## src/rtl/btn_sw_pkg.sv

```systemverilog
// rtl/btn_sw_pkg.sv - shared constants and types for btn_sw_debounce
package btn_sw_pkg;

    localparam int DB_CYCLES_DEF     = 500000;
    localparam int REPEAT_DELAY_DEF  = 25000000;
    localparam int REPEAT_CYCLES_DEF = 10000000;

    localparam int SW_GUESS_IDX = 4;
    localparam int SW_TURN_IDX  = 5;

    typedef enum logic {
        STABLE = 1'b0,
        COUNT  = 1'b1
    } db_state_t;

endpackage

```

## src/rtl/db_cell.sv

```systemverilog
// rtl/db_cell.sv - single-bit synchroniser, debounce counter and edge pulses
module db_cell
    import btn_sw_pkg::*;
#(
    parameter int DB_CYCLES = DB_CYCLES_DEF
) (
    input  logic clk,
    input  logic rst_n,
    input  logic i_raw,
    output logic o_level,
    output logic o_rise,
    output logic o_fall,
    output logic o_level_nxt,
    output logic o_rise_nxt,
    output logic o_fall_nxt
);

    localparam int              CW   = $clog2(DB_CYCLES);
    localparam logic [CW-1:0]   TERM = CW'(DB_CYCLES - 1);

    logic [1:0]    r_sync;
    logic          r_q;
    logic          r_rise;
    logic          r_fall;
    logic [CW-1:0] r_cnt;
    db_state_t     r_state;

    logic w_s;
    logic w_accept;

    assign w_s      = r_sync[1];
    assign w_accept = (r_state == COUNT) && (w_s != r_q) && (r_cnt == TERM);

    // Next-state views let the top register derived outputs in the same cycle as the level.
    always_comb begin
        o_level_nxt = r_q;
        o_rise_nxt  = 1'b0;
        o_fall_nxt  = 1'b0;
        if (w_accept) begin
            o_level_nxt = w_s;
            o_rise_nxt  = w_s;
            o_fall_nxt  = ~w_s;
        end
    end

    always_ff @(posedge clk or negedge rst_n) begin
        if (!rst_n) begin
            r_sync  <= 2'b00;
            r_q     <= 1'b0;
            r_rise  <= 1'b0;
            r_fall  <= 1'b0;
            r_cnt   <= '0;
            r_state <= STABLE;
        end else begin
            r_sync <= {r_sync[0], i_raw};
            r_q    <= o_level_nxt;
            r_rise <= o_rise_nxt;
            r_fall <= o_fall_nxt;
            case (r_state)
                STABLE: begin
                    if (w_s != r_q) begin
                        r_state <= COUNT;
                        r_cnt   <= CW'(1);
                    end
                end
                COUNT: begin
                    if (w_s == r_q || r_cnt == TERM) begin
                        r_state <= STABLE;
                        r_cnt   <= '0;
                    end else begin
                        r_cnt <= r_cnt + CW'(1);
                    end
                end
                default: begin
                    r_state <= STABLE;
                    r_cnt   <= '0;
                end
            endcase
        end
    end

    assign o_level = r_q;
    assign o_rise  = r_rise;
    assign o_fall  = r_fall;

endmodule

```

## src/rtl/btn_sw_debounce.sv

```systemverilog
// rtl/btn_sw_debounce.sv - button/switch conditioning; BTN_SW_DEBOUNCE_AUTOREPEAT_EN adds button auto-repeat
module btn_sw_debounce
    import btn_sw_pkg::*;
#(
    parameter int N_BTN         = 4,
    parameter int N_SW          = 6,
    parameter int DB_CYCLES     = DB_CYCLES_DEF,
    parameter int REPEAT_DELAY  = REPEAT_DELAY_DEF,
    parameter int REPEAT_CYCLES = REPEAT_CYCLES_DEF
) (
    input  logic             clk,
    input  logic             rst_n,
    input  logic [N_BTN-1:0] btn_raw,
    input  logic [N_SW-1:0]  sw_raw,
    output logic [N_BTN-1:0] btn_level,
    output logic [N_BTN-1:0] btn_press,
    output logic [N_BTN-1:0] btn_single,
    output logic [N_SW-1:0]  sw_level,
    output logic [N_SW-1:0]  sw_rise,
    output logic [N_SW-1:0]  sw_fall,
    output logic             guess_commit
);

    logic [N_BTN-1:0] w_btn_rise;
    logic [N_BTN-1:0] w_btn_fall;
    logic [N_BTN-1:0] w_btn_lvl_nxt;
    logic [N_BTN-1:0] w_btn_rise_nxt;
    logic [N_BTN-1:0] w_btn_fall_nxt;
    logic [N_SW-1:0]  w_sw_lvl_nxt;
    logic [N_SW-1:0]  w_sw_rise_nxt;
    logic [N_SW-1:0]  w_sw_fall_nxt;
    logic [N_BTN-1:0] w_rep_nxt;
    logic [N_BTN-1:0] w_press_nxt;
    logic [N_BTN-1:0] w_single_nxt;

    logic [N_BTN-1:0] r_btn_press;
    logic [N_BTN-1:0] r_btn_single;
    logic             r_guess_commit;

    for (genvar gi = 0; gi < N_BTN; gi++) begin : g_btn
        db_cell #(.DB_CYCLES(DB_CYCLES)) u_cell (
            .clk         (clk),
            .rst_n       (rst_n),
            .i_raw       (btn_raw[gi]),
            .o_level     (btn_level[gi]),
            .o_rise      (w_btn_rise[gi]),
            .o_fall      (w_btn_fall[gi]),
            .o_level_nxt (w_btn_lvl_nxt[gi]),
            .o_rise_nxt  (w_btn_rise_nxt[gi]),
            .o_fall_nxt  (w_btn_fall_nxt[gi])
        );
    end

    for (genvar gi = 0; gi < N_SW; gi++) begin : g_sw
        db_cell #(.DB_CYCLES(DB_CYCLES)) u_cell (
            .clk         (clk),
            .rst_n       (rst_n),
            .i_raw       (sw_raw[gi]),
            .o_level     (sw_level[gi]),
            .o_rise      (sw_rise[gi]),
            .o_fall      (sw_fall[gi]),
            .o_level_nxt (w_sw_lvl_nxt[gi]),
            .o_rise_nxt  (w_sw_rise_nxt[gi]),
            .o_fall_nxt  (w_sw_fall_nxt[gi])
        );
    end

`ifdef BTN_SW_DEBOUNCE_AUTOREPEAT_EN
    localparam int REP_MAX = (REPEAT_DELAY > REPEAT_CYCLES) ? REPEAT_DELAY : REPEAT_CYCLES;
    localparam int RW      = $clog2(REP_MAX + 1);
    localparam logic [RW-1:0] REP_FIRST = RW'(REPEAT_DELAY);
    localparam logic [RW-1:0] REP_NEXT  = RW'(REPEAT_CYCLES);

    logic [N_BTN-1:0][RW-1:0] r_rep_cnt;
    logic [N_BTN-1:0]         r_rep_armed;

    // r_rep_cnt holds cycles since the last press or repeat; armed selects the shorter period.
    always_comb begin
        w_rep_nxt = '0;
        for (int i = 0; i < N_BTN; i++) begin
            w_rep_nxt[i] = btn_level[i] & w_btn_lvl_nxt[i] &
                           (r_rep_cnt[i] == (r_rep_armed[i] ? REP_NEXT : REP_FIRST));
        end
    end

    always_ff @(posedge clk or negedge rst_n) begin
        if (!rst_n) begin
            r_rep_cnt   <= '0;
            r_rep_armed <= '0;
        end else begin
            for (int i = 0; i < N_BTN; i++) begin
                if (!w_btn_lvl_nxt[i]) begin
                    r_rep_cnt[i]   <= '0;
                    r_rep_armed[i] <= 1'b0;
                end else if (w_btn_rise_nxt[i]) begin
                    r_rep_cnt[i]   <= RW'(1);
                    r_rep_armed[i] <= 1'b0;
                end else if (w_rep_nxt[i]) begin
                    r_rep_cnt[i]   <= RW'(1);
                    r_rep_armed[i] <= 1'b1;
                end else if (r_rep_cnt[i] != '0) begin
                    r_rep_cnt[i] <= r_rep_cnt[i] + RW'(1);
                end
            end
        end
    end
`else
    logic w_unused_rep_cfg;
    assign w_unused_rep_cfg = ^{REPEAT_DELAY, REPEAT_CYCLES};
    assign w_rep_nxt        = '0;
`endif

    always_comb begin
        w_press_nxt  = w_btn_rise_nxt | w_rep_nxt;
        w_single_nxt = '0;
        if ($countones(w_btn_lvl_nxt) == 1 && |w_press_nxt) begin
            w_single_nxt = w_press_nxt;
        end
    end

    always_ff @(posedge clk or negedge rst_n) begin
        if (!rst_n) begin
            r_btn_press    <= '0;
            r_btn_single   <= '0;
            r_guess_commit <= 1'b0;
        end else begin
            r_btn_press    <= w_press_nxt;
            r_btn_single   <= w_single_nxt;
            r_guess_commit <= w_sw_fall_nxt[SW_GUESS_IDX];
        end
    end

    assign btn_press    = r_btn_press;
    assign btn_single   = r_btn_single;
    assign guess_commit = r_guess_commit;

    logic w_unused_sigs;
    assign w_unused_sigs = ^{w_btn_rise, w_btn_fall, w_btn_fall_nxt,
                             w_sw_lvl_nxt, w_sw_rise_nxt, w_sw_fall_nxt};

endmodule
```

## config.mk

```make
export PLATFORM = sky130hd
export DESIGN_NAME = btn_sw_debounce
export DESIGN_NICKNAME = d
export VERILOG_FILES = /design/src/rtl/btn_sw_pkg.sv /design/src/rtl/db_cell.sv /design/src/rtl/btn_sw_debounce.sv
export SDC_FILE = /design/constraint.sdc
export NUM_CORES = 1
export LEC_CHECK = 0
export CORE_MARGIN = 3
export CORE_UTILIZATION = 56
export CTS_CLUSTER_DIAMETER = 100
export DETAILED_ROUTE_END_ITERATION = 8
export GPL_TIMING_DRIVEN = 0
export PLACE_DENSITY = 0.89
export SYNTH_ARGS = -nofsm -noshare
export SYNTH_HDL_FRONTEND = slang
export SYNTH_SLANG_ARGS = --single-unit
```

## constraint.sdc

```tcl
create_clock -name clk -period 2.95 [get_ports clk]
set_input_delay 0.295 -clock clk [delete_from_list [all_inputs] [get_ports clk]]
set_output_delay 0.295 -clock clk [all_outputs]
set_load 0.01 [all_outputs]
```

# Word level (Yosys, flattened, before mapping)
# Index checks and enable logic that the tools add are counted.
# classes
n_eq_ne,41
muxes,81
n_reduce_logical,32
n_addsub,13
bitwise,16
# op_table
op,n
two-way mux 19 bit,20
case mux 19 bit (2 select lines),10
adder 19 x 1 -> 19 bit (second input constant),10
== test 19 bit (second input constant),10
two-way mux 1 bit,40
logical AND 1 bit,21
inequality test 2 x 1 -> 1 bit (second input constant),10
case mux 1 bit (2 select lines),10
inverter 1 bit,16
== test 1 bit,10
logical OR 1 bit,10
inequality test 1 bit,10
adder 1 x 1 -> 2 bit,2
two-way mux 4 bit,1
OR reduction 4 bit,1
adder 2 x 2 -> 3 bit,1
== test 3 x 1 -> 1 bit (second input constant),1
# word_totals
in_bits,12
elab_cells,237
reg_bits,250
out_inout_bits,31

# Depth between registers and ports, before layout
# logic_depth
ltp_word,9
depth_mapped,12
ltp_nobuf,11

# Modules after synthesis
# From an unflattened synthesis, not the netlist that was laid out.
# hier_totals
cells_unflattened,1451
hier_area_um2,13939.6
# modules_own_cells
mod,seq_area_each_um2,cells_per_inst,area_per_inst_um2,instances
db_cell,625.6,143,1360.1,10
btn_sw_debounce,225.2,21,339.1,1

# Least setup slack after synthesis
# OpenSTA, ideal clock, no wires.
# synth_path
path_type,register to register
start,register g_btn[1].u_cell.r_cnt[7]
end,"register r_btn_single[1], in the netlist btn_single[1]"
t_arrival_ps,2960
synth_period_minus_slack_ps,3046
stages_incl_launch_ff,11
setup_ps,86
t_required_ps,2864
slack_ps,-96
n_path_buf,0
cell_sequence,dfrtp_1 -> or4b_1 -> nor4_2 -> nand3_1 -> mux2_2 -> fa_1 -> ha_1 -> ha_1 -> nor2_1 -> nand2_1 -> nor3_1
# synth_between
elab_chain_cells,8
word_cells_on_any_way,10
classes_between,2 x add/sub; 2 x eq/ne; 3 x mux; 3 x reduce/logical
# synth_lines
element,line_no,rtl
from (decl),db_cell.sv:25,logic [CW-1:0] r_cnt;
from (signal assigned),db_cell.sv:71,r_cnt <= r_cnt + CW'(1);
== test 19 bit,db_cell.sv:32,assign w_accept = (r_state == COUNT) && (w_s != r_q) && (r_cnt == TERM);
logical AND 1 bit,db_cell.sv:32,
two-way mux 1 bit,db_cell.sv:39,if (w_accept) begin
net g_btn[1].u_cell.o_level_nxt,db_cell.sv:13,"output logic o_level_nxt,"
adder 1 x 1 -> 2 bit (not written as such),btn_sw_debounce.sv:116,if ($countones(w_btn_lvl_nxt) == 1 && |w_press_nxt) begin
adder 2 x 2 -> 3 bit (not written as such),btn_sw_debounce.sv:116,
== test 3 x 1 -> 1 bit,btn_sw_debounce.sv:116,
logical AND 1 bit,btn_sw_debounce.sv:116,
two-way mux 4 bit,btn_sw_debounce.sv:116,
net w_single_nxt[1],btn_sw_debounce.sv:34,logic [N_BTN-1:0] w_single_nxt;
to (signal assigned),btn_sw_debounce.sv:128,r_btn_single <= w_single_nxt;
to (decl),btn_sw_debounce.sv:37,logic [N_BTN-1:0] r_btn_single;
# The timed path passes the listed nets, and every way through them passes these cells.
# A chain may end at the register's enable or synchronous reset.

# Final worst setup path
# layout_path
start,register g_btn[1].u_cell.r_cnt[11]
end,"register r_btn_single[0], in the netlist btn_single[0]"
# Same word-level chain as after synthesis.

==> summary.txt <==
Post-Layout Cell Count - 1,742
Inst Count DP - 1,679
Worst slack at placement - -365 ps
Leakage - 0.00628 uW
Crit path DAT - 3460 ps
Startpoint Class - register
Final HPWL DP - 18,300 um
Achievable frequency - 333 MHz
Syn. warnings - 0
Final worst setup slack - -57.2 ps
Final hold vios - 0
Int Power - 6040 uW
Drc violations - 0
Clock root buffer - clkbuf_16
Switching power - 1920 uW
#FFs+latches synth - 250
IO Count - 43
Synth Cell Area - 12,700 um^2
Area of the multi-input gates - 6090 um^2
Fin util - 66.8%
Logic pwr share - 6.7%
Worst-margin pin slew - 967 ps
Average cell area after synthesis - 9.39 um^2
CTS Buffer Depth - 3
Ranking of synthesized cells by instance count - dfrtp_1, nand2_1, a31oi_1
Sink Count - 250
Number of global-route vias before repair - 10,413
Post-synthesis net count - 1,380
Worst setup EP type - register
Leading area contributor after synthesis - dfrtp_1
Most common cell in the netlist - dfrtp_1
Area Overhead vs Synth - 16.1%
Die area - 24,600 um^2
Post-route ant nets - 0
Reg power frac - 47.4%
Fillers - 1,634
Drt wl/cell - 16.3 um
N_diodes - 0
Hold Slack - 203 ps
Clock group share of total power - 45.9%
H-tree depth - 1
Rel. slew slack - 34.9%
RSZ-0062 raised after global routing - yes
Final wirelength - 28,300 um
Largest net degree at the start of global routing - 90
Sequential share of the synthesized area - 49.2%
Area share of the largest cell type after synthesis - 49.2%
Number of core rows - 54
Number of buffers created by CTS - 28
Top cells by area, synth - dfrtp_1, a31oi_1, nand2_1
RD Place Congestion - 0.892
Core Area - 22,100 um^2
Failing checks - negative setup slack
Die X - 157 um
Cell Pwr Density - 539 nW/um^2
Tcrit/Tclk final - 102%
Antenna violations before repair - 0
Total power - 7960 uW
Share of layout cells above drive strength 1 - 10.2%
DR pass1 iterations - 5
Hold crit path type - in2reg
Chip Height - 157 um
Tot GR Track Use - 22.8%
Initial Utilization - 57.6%
Total gr overflow - 0
Worst setup path category - reg2reg
Status - finished, violations left
Max-cap viol count - 0
Peak VDD IR - 504 uV
TritonCTS clock tree - built
Skew-Pair Late Insertion Delay - 540 ps
DR iter-0 viols - 1,091
Mapped Cells - 1,355
Seq. cell area - 6260 um^2
Port Buf Inserts - 42
Fraction of registers with async set/reset - 100%
Minimum clock period - 3010 ps
Switching share of power - 24.1%
Pins Over Slew Limit - 0
Req. time, crit path - 3400 ps
Max Clock Skew - 17.6 ps
First-pass GRT wire length - 48,300 um
Clk slew on worst S/H paths - 60 ps
Final nets - 1,467
Vias post-DR - 11,125
Unique masters post-synth - 60
Worst Path Max Fanout - 6
Top FF cell, synth - dfrtp_1
Final setup viols - 4
Vias per cell - 6.39
EDFF count, synth - 0
-- layout make-up --
cell class | instances | share of cell area [%]
buffer | 81 | 2.84
clock buffer | 38 | 5.48
clock inverter | 12 | 1.15
inverter | 22 | 0.559
multi-input combinational | 1002 | 41.3
sequential | 250 | 42.4
tap | 280 | 2.37
timing repair buffer | 57 | 3.93
-- cell families (layout without fill, tap and decap cells) --
kind of cell	Yosys count	count (layout)	share of synthesized area, %
muxes	36	36	2.93
AOI/OAI and AO/OA	368	368	18.4
DFF	250	250	49.2
xor gates and xnor gates	14	14	0.964
adders and majority gates	13	13	1.34
buffers and inverters	103	210	3.95
and+or+nand+nor	571	571	23.2
-- sequential cells by signal (all words and copies together), names as in the netlist --
register and cells:
btn_press 4, btn_single 4, g_btn.u_cell.o_level 4, g_btn.u_cell.r_cnt 76, g_btn.u_cell.r_state 4, g_btn.u_cell.r_sync 8, g_sw.u_cell.o_fall 6, g_sw.u_cell.o_level 6
g_sw.u_cell.o_rise 6, g_sw.u_cell.r_cnt 114, g_sw.u_cell.r_state 6, g_sw.u_cell.r_sync 12
-- worst max-delay path, cell delays in order (launching register included) --
cell     delay (ps)
dfrtp_2         440
or3_4           420
nor4_4          320
nand3_2         140
mux2_4          330
fa_1            540
ha_2            190
ha_4            200
nor2_4          120
nand2_4         100
nor3_1          140
-- timing repair --
| action | in CTS | in global routing |
|---|---|---|
| endpoints found under the setup margin | 4 | 4 |
| endpoints found under the hold margin | 77 | 0 |
| hold buffers | 1 | 0 |
| pin swaps | 9 | 11 |
| gates resized for setup | 17 | 8 |
| buffers inserted | 6 | 6 |
-- path summary, 6_finish.rpt --
| path | start | to | slack, ps | cells after the start |
|---|---|---|---|---|
| worst max-delay path | g_btn[1].u_cell.r_cnt[11] | btn_single[0] | -60 | 10 |
| worst min-delay path | btn_raw[0] | g_btn[0].u_cell.r_sync[0] | 200 | 1 |
| worst max register to register | g_btn[1].u_cell.r_cnt[11] | btn_single[0] | -60 | 10 |
| min in group asynchronous | rst_n | g_sw[3].u_cell.r_cnt[2] | 310 | 2 |
| max in group asynchronous | rst_n | g_btn[1].u_cell.r_cnt[5] | 1400 | 4 |
| worst min register to register | g_sw[0].u_cell.r_sync[0] | g_sw[0].u_cell.r_sync[1] | 350 | 0 |
-- per-stage QoR --
| step | setup TNS (ps) | area (um^2) |
|---|---|---|
| 2_1_floorplan | 0 | 12700 |
| 3_3_place_gp | -2201330 | 13500 |
| 3_5_place_dp | -1310 | 13600 |
| 4_1_cts | -374 | 14700 |
| 5_1_grt | -655 | 14800 |
| 6_report | -156 | 14800 |
-- metal layers --
layer	part of all wire (%)	vias up	global-route usage, %
met5	0	-	0
li1	-	5257	-
met2	50	398	39.3
met4	2.0	0	6.59
met1	42	5413	30.3
met3	5.2	57	3.01
-- cell usage in the layout, fill, tap and decap left out, types with 24 or more instances in the layout --
| master | Yosys | routed |
|---|---|---|
| clkbuf_16 | 0 | 29 |
| nand4_1 | 36 | 36 |
| a41oi_1 | 33 | 33 |
| a21oi_1 | 108 | 108 |
| nand2_1 | 171 | 170 |
| dfrtp_1 | 250 | 247 |
| nand2b_1 | 24 | 24 |
| o21ai_0 | 44 | 44 |
| buf_4 | 22 | 34 |
| and3_1 | 29 | 29 |
| clkbuf_1 | 41 | 45 |
| a31oi_1 | 115 | 115 |
| nor2_1 | 74 | 73 |
| nand3_1 | 106 | 104 |
| mux2i_1 | 26 | 26 |
| clkdlybuf4s50_1 | 0 | 41 |
-- power by group through the flow --
stage	Combinational, uW	Clock, uW	Sequential (uW)
final	534	3650	3770
after global routing	610	3850	3800
after CTS	526	3710	3760
after detailed placement	521	0	3820
after global placement	482	0	3810
after floorplan	336	0	3780
Note: power is estimated with default switching activity, not from simulation.
